--- src/rtl/tx8b10b_pkg.sv ---
// Shared types and constants for the 8b/10b transmit path.
package tx8b10b_pkg;

  localparam int unsigned SYM_W  = 10;
  localparam int unsigned CNT_W  = 4;
  localparam int unsigned ONES_W = 4;

  localparam logic [CNT_W-1:0] LAST_BIT  = 4'd9;
  localparam logic [SYM_W-1:0] K28_5_RDN = 10'h0FA;
  localparam logic [SYM_W-1:0] K28_5_RDP = 10'h305;

  typedef enum logic {
    OFF = 1'b0,
    RUN = 1'b1
  } tx_state_e;

  function automatic logic [ONES_W-1:0] popcount10(input logic [SYM_W-1:0] v);
    logic [ONES_W-1:0] c;
    c = '0;
    for (int i = 0; i < int'(SYM_W); i++) begin
      c = c + ONES_W'(v[i]);
    end
    return c;
  endfunction

endpackage

--- src/rtl/disp_check_10b.sv ---
// Running-disparity update and disparity-violation check for one 10-bit code group.
module disp_check_10b
  import tx8b10b_pkg::*;
(
  input  logic [SYM_W-1:0] sym_i,
  input  logic             rd_i,
  output logic             rd_o,
  output logic             err_o
);

  logic [ONES_W-1:0] ones;

  always_comb begin
    ones  = popcount10(sym_i);
    rd_o  = rd_i;
    err_o = 1'b0;
    if (ones > ONES_W'(5)) begin
      rd_o = 1'b1;
    end else if (ones < ONES_W'(5)) begin
      rd_o = 1'b0;
    end
    // Only 4/5/6-ones groups are legal, and unbalanced ones must oppose current RD.
    if ((ones < ONES_W'(4)) || (ones > ONES_W'(6))) begin
      err_o = 1'b1;
    end else if ((ones == ONES_W'(6)) && rd_i) begin
      err_o = 1'b1;
    end else if ((ones == ONES_W'(4)) && !rd_i) begin
      err_o = 1'b1;
    end
  end

endmodule

--- src/rtl/serializer_10b.sv ---
// 10-bit code-group serializer with RD tracking and K28.5 idle insertion.
module serializer_10b
  import tx8b10b_pkg::*;
#(
  parameter logic        INIT_RD   = 1'b0,
  parameter int unsigned ERR_CHECK = 1
) (
  input  logic             CLK,
  input  logic             RSTN,
  input  logic             EN,
  input  logic             VALID,
  output logic             READY,
  input  logic [SYM_W-1:0] SYM,
  output logic             TXD,
  output logic             SOS,
  output logic             IDLE,
  output logic             RD,
  output logic             ERR
);

  tx_state_e        state_q, state_d;
  logic [CNT_W-1:0] cnt_q, cnt_d;
  logic [SYM_W-1:0] shreg_q, shreg_d;
  logic             en_q;
  logic             idle_q, idle_d;
  logic             rd_q, rd_d;
  logic             err_q, err_d;

  logic             ready_c;
  logic [SYM_W-1:0] load_sym_c;
  logic             chk_rd_c;
  logic             chk_err_c;

  // Load slot: idle line or last bit of the current symbol, both gated by the registered enable.
  assign ready_c    = en_q & ((state_q == OFF) | ((state_q == RUN) & (cnt_q == LAST_BIT)));
  assign load_sym_c = VALID ? SYM : (rd_q ? K28_5_RDP : K28_5_RDN);

  disp_check_10b u_disp_check (
    .sym_i (load_sym_c),
    .rd_i  (rd_q),
    .rd_o  (chk_rd_c),
    .err_o (chk_err_c)
  );

  always_comb begin
    state_d = state_q;
    cnt_d   = cnt_q;
    shreg_d = shreg_q;
    idle_d  = idle_q;
    rd_d    = rd_q;
    err_d   = 1'b0;
    if (ready_c) begin
      state_d = RUN;
      cnt_d   = '0;
      shreg_d = load_sym_c;
      idle_d  = ~VALID;
      rd_d    = chk_rd_c;
      err_d   = VALID & chk_err_c & (ERR_CHECK != 0);
    end else if (state_q == RUN) begin
      if (cnt_q != LAST_BIT) begin
        cnt_d   = cnt_q + CNT_W'(1);
        shreg_d = shreg_q << 1;
      end else begin
        // Enable dropped: stop only after the last bit, leaving the line at 0.
        state_d = OFF;
        cnt_d   = '0;
        shreg_d = '0;
        idle_d  = 1'b0;
      end
    end
  end

  always_ff @(posedge CLK or negedge RSTN) begin
    if (!RSTN) begin
      state_q <= OFF;
      cnt_q   <= '0;
      shreg_q <= '0;
      en_q    <= 1'b0;
      idle_q  <= 1'b0;
      rd_q    <= INIT_RD;
      err_q   <= 1'b0;
    end else begin
      state_q <= state_d;
      cnt_q   <= cnt_d;
      shreg_q <= shreg_d;
      en_q    <= EN;
      idle_q  <= idle_d;
      rd_q    <= rd_d;
      err_q   <= err_d;
    end
  end

  assign READY = ready_c;
  assign TXD   = shreg_q[SYM_W-1];
  assign SOS   = (state_q == RUN) & (cnt_q == '0);
  assign IDLE  = idle_q;
  assign RD    = rd_q;
  assign ERR   = err_q;

endmodule

--- config.mk ---
export PLATFORM = sky130hd
export DESIGN_NAME = serializer_10b
export DESIGN_NICKNAME = d
export VERILOG_FILES = /design/src/rtl/tx8b10b_pkg.sv /design/src/rtl/disp_check_10b.sv /design/src/rtl/serializer_10b.sv
export SDC_FILE = /design/constraint.sdc
export NUM_CORES = 1
export LEC_CHECK = 0
export ABC_AREA = 1
export BUFFER_PORTS_ARGS = -buffer_cell sky130_fd_sc_hd__buf_2
export CORE_MARGIN = 1.5
export CORE_UTILIZATION = 60
export DETAILED_ROUTE_END_ITERATION = 10
export PLACE_DENSITY = 0.94
export RECOVER_POWER = 25
export SLEW_MARGIN = 10
export SYNTH_ARGS = -nofsm -noshare
export SYNTH_HDL_FRONTEND = slang
export SYNTH_SLANG_ARGS = --single-unit
--- constraint.sdc ---
create_clock -name CLK -period 11.2 [get_ports CLK]
set_input_delay 1.12 -clock CLK [delete_from_list [all_inputs] [get_ports CLK]]
set_output_delay 1.12 -clock CLK [all_outputs]
set_load 0.01 [all_outputs]
* Yosys cells after proc, flatten, opt, wreduce, memory -nomap -nowiden *
Cells that the tools add are included.
W data, S select, Z words.

storage, ports and cells
  register bits = 19
  bits of input ports = 14
  output and inout bits = 6
  logic and storage cells = 62

operators by class
  add/subtract/negate cells = 10
  magnitude comparators = 4
  eq/ne operators = 5
  multiplexer cells = 20
  bitwise gates (word level) = 7
  reduce and logical (&&, ||, !) cells = 9

operators by type and width
  operator               count
  $mux W10               5
  $add A4 B1 Y4          8
  $mux W1                12
  $mux W4                3
  $eq A4 B3 Y1 const B   2
  $gt A4 B3 Y1 const B   2
  $lt A4 B3 Y1 const B   2
  $add A4 B1 Y4 const B  1
  $and A1 B1 Y1          4
  $eq A4 B4 Y1 const B   1
  $logic_not A4 Y1       1
  $ne A4 B4 Y1 const B   1
  $reduce_and A2 Y1      2
  $reduce_bool A2 Y1     2
  $add A1 B1 Y2          1
  $logic_and A1 B1 Y1    2
  $ne A2 B2 Y1 const B   1
  $not A1 Y1             2
  $logic_not A1 Y1       1
  $logic_or A1 B1 Y1     1
  $or A1 B1 Y1           1

* Longest topological paths before layout *
  word-level depth = 18
  gate-level depth with buffers = 17
  gate-level depth less buffers = 17

* Cells and area by module *
From an unflattened synthesis, not the netlist that was laid out.

second synthesis, totals
  cells, all modules = 173
  area, all modules = 1355.0 µm²

by module, submodules not included
  module          instances  cells an instance  area each (µm²)
  serializer_10b  1          127                1054.8
  disp_check_10b  1          46                 300.3

* Worst setup path after synthesis *
OpenSTA, ideal clock, no wires.

  path kind = in2reg
  start point = input VALID
  end point = register rd_q, in the netlist RD
  data arrival time = 4.454 ns
  data required time = 11.083 ns
  slack = 6.629 ns
  stages on the path = 15
  buffers on the path = 1
  path through = clkbuf_1 -> nand2_1 -> nand2_1 -> ha_1 -> inv_1 -> fa_1 -> fa_1 -> fa_1 -> fa_1 -> fa_1 -> inv_1 -> nor2_1 -> nand3_1 -> nand3_1 -> nand2_1

between the ends
  word-level cells in the longest chain between the ends = 13
  elaborated cells on any way between the ends = 15

ends and longest elaborated chain
  element                                       line                                        text
  start, declared                               serializer_10b.sv:11                        input logic VALID,
  $mux W10 (*)                                  serializer_10b.sv:36                        assign load_sym_c = VALID ? SYM : (rd_q ? K28_5_RDP : K28_5_RDN);
  $add A1 B1 Y2                                 tx8b10b_pkg.sv:21                           c = c + ONES_W'(v[i]);
  $add A4 B1 Y4 (7 in series)                   tx8b10b_pkg.sv:21
  $add A4 B1 Y4 (*)                             tx8b10b_pkg.sv:21
  $lt A4 B3 Y1 or $gt A4 B3 Y1 (tied branches)  disp_check_10b.sv:19, disp_check_10b.sv:17
  $reduce_bool A2 Y1 (no source line)           n/a
  $reduce_and A2 Y1 (no source line)            n/a
  end signal, assigned                          serializer_10b.sv:88                        rd_q <= rd_d;
  end, declared                                 serializer_10b.sv:26                        logic rd_q, rd_d;

Mark *: on every way between the ends. The rest lies on a longest branch, timed or not.
A chain may end at the register's enable or synchronous reset.

* Worst setup path after layout *
Same ends and word-level chain as after synthesis.

==> impl_metrics.csv <==
group,metric,value,unit
drt,drt_iter0_markers,41,
power,peakVddDrop,0.277,mV
drt,vias,1118,
layout,fin_cells,217,
layout,mostFrequentLayoutCells,"nand2_1 (68), inv_1 (27), dfrtp_1 (19)",
worst_setup_path,crit_fanout,11,
worst_setup_path,cp.arrival,4820,ps
drt,antenna_left,0,
drt,wl_per_cell,12.3,um
worst_hold_path,holdCritStartpoint,"shreg_q[0]$_DFFE_PN0P_",
synthesis,synth_fp_nets,196,
worst_hold_path,hold_path.class,"flop to flop",
drt,wl,2660,um
sta,finalMaxSlewViolations,0,
worst_setup_path,r2r_slack,7200,ps
drt,firstDrtPassIters,5,
floorplanning,io_pins,20,
cts,cts_hold_buf,0,
worst_setup_path,critPathCaptureType,"flop",
grt,grt_usage,24.2,%
sta,min_period_over_period,41.3,%
synthesis,ys_seq_elements,19,
worst_hold_path,min_to,"shreg_q[0]$_DFFE_PN0P_",
drt,viasPerCell,5.15,
cts,cts_setup_buffers,0,
grt,overflow,0,
synthesis,yosysWarnings,0,
cts,ctsResizeCount,0,
place,dp.cells,213,
place,place_ws,6260,ps
sta,rsz0062_at_grt,"no",
cts,numCtsBuffers,3,
worst_setup_path,reg2regPathDepth,16,
synthesis,avgSynthCellArea,7.47,um^2
floorplanning,start_util,64.5,%
floorplanning,die-area,2410,um^2
run,maxCapViolations,0,
grt,grt_pass1_wl,4530,um
layout,n_antenna_cell,0,
cts,clock_path_buffers,2,
layout,final_common_cell,"nand2_1",
synthesis,synth_top_area_share,37.2,%
sta,fmax,0.216,GHz
synthesis,synth_area,1280,um^2
layout,post-route-cell-area,1410,um^2
layout,nNetsFinal,216,
floorplanning,rows,16,
synthesis,seq_area_frac_synth,37.2,%
floorplanning,core_area,1980,um^2
layout,area_delta_synth_final,9.99,%
worst_setup_path,crit_required,11400,ps
cts,cts_max_level,1,
sta,hold_viol_final,0,
sta,worstMarginPinSlew,970,ps
place,portBuffers,19,
synthesis,synth_cells,171,
cts,clk_pin_slew_worst_paths,110,ps
drt,route.detailed.drc,0,
sta,setup_viol,0,
worst_setup_path,r2r-end,"RD$_DFFE_PN0P_",
sta,hold_ws,509,ps
worst_hold_path,hold_path_depth,2,
worst_setup_path,r2r-start,"RD$_DFFE_PN0P_",
place,place_hpwl,2110,um
cts,cts_root_buffer,"clkbuf_4",
sta,fin_ws,6570,ps
power,p_per_area,285,nW/um^2
sta,post-route-min-period,4630,ps
cts,cts_sinks,19,
place,gp_congestion,0.885,
layout,drive_gt1_share,15.3,%
sta,finalClockSkew,8.41,ps
synthesis,synth_cell_types,24,
status,outcome,"finished clean",
sta,slew_headroom,35.3,%
grt,grt_max_degree,20,
sta,tns,0,ps
synthesis,yosysTopAreaCell,"dfrtp_1",
worst_setup_path,critical_path_class,"primary input to flop",
cts,cts_tree,"built",
power,power_leakage,0.000814,uW
grt,grt_pass1_vias,1087,
floorplanning,die_w,49.1,um
synthesis,synthTopCellsByArea,"dfrtp_1 (37%), nand2_1 (20%), fa_1 (9.4%)",
place,place_area,1380,um^2
grt,antenna_found_initial,0,
worst_setup_path,cp-start-kind,"primary input",
floorplanning,die_h,49.1,um
cts,clk_latency,300,ps
-- critical path, stage by stage --
cell and delay (ps):
buf_2 180, inv_1 100, nand2_1 160, nand2_1 100
ha_1 300, inv_1 70, fa_1 430, fa_1 540
fa_1 440, fa_1 420, fa_1 400, nand2_1 80
inv_1 30, nor2_1 160, nand3_1 130, nand3_1 100
nand2_1 50
-- report_power, final --
part | internal (uW) | switching, uW | total, uW
Combinational | 99.3 | 154 | 254
Sequential | 92.2 | 20.0 | 112
Clock | 13.3 | 21.2 | 34.5
-- synthesized netlist by cell type --
cell,count
nand2_1,68
inv_1,26
dfrtp_1,19
nand3_1,13
nor2_1,8
fa_1,6
o21ai_0,6
ha_1,5
nand2_2,3
nor2_2,2
xor2_1,2
a21oi_1,1
a21oi_4,1
buf_2,1
buf_4,1
buf_6,1
clkbuf_1,1
inv_2,1
nor2_4,1
nor3_1,1
o21ai_1,1
o22ai_1,1
or2_0,1
or2_1,1
-- registers in the layout (all words and copies together) (netlist names) --
name	flops
RD	1
state_q	1
en_q	1
shreg_q	10
IDLE	1
ERR	1
cnt_q	4
-- final cells by class --
cell class,count,area (um^2)
Fill cell,152,577
Tap cell,27,33.8
Clock buffer,3,22.5
Inverter,27,101
Sequential cell,19,475
Clock inverter,1,5.00
Timing Repair Buffer,19,93.8
Multi-Input combinational cell,121,673
-- how the worst max path moves through the flow --
stage / endpoint / depth (start not counted) / slack [ps] / start
finish: RD$_DFFE_PN0P_ / 17 / 6570 / VALID
global route: RD$_DFFE_PN0P_ / 18 / 6360 / VALID
CTS: RD$_DFFE_PN0P_ / 17 / 6590 / VALID
detailed placement: RD$_DFFE_PN0P_ / 17 / 6260 / VALID
global placement: RD$_DFFE_PN0P_ / 16 / 6430 / VALID
floorplan: RD$_DFFE_PN0P_ / 15 / 6630 / VALID
-- through the flow --
stage,power (uW),util (%)
3_5_place_dp,364,69.6
5_1_grt,440,70.9
2_1_floorplan,308,-
4_1_cts,399,71.0
3_3_place_gp,341,69.6
6_report,400,70.9
-- routing by layer --
layer	up-vias	part of all wire, %	GRT usage, %
li1	553	-	-
met1	510	41	30.5
met2	48	52	42.1
met3	7	4.8	1.53
met4	0	2.0	11.4
met5	-	0	0
-- logic make-up after synthesis --
logic type               after synthesis  share of synthesized area (%)
flip-flops                            19                           37.2
adder cells (fa/ha/maj)               11                           14.3
AO/OA/AOI/OAI                         10                           4.90
XOR/XNOR                               2                           1.37
AND/OR/NAND/NOR                       98                           32.1
buffers and inverters                 31                           10.1
(Power assumes the default switching activity.)
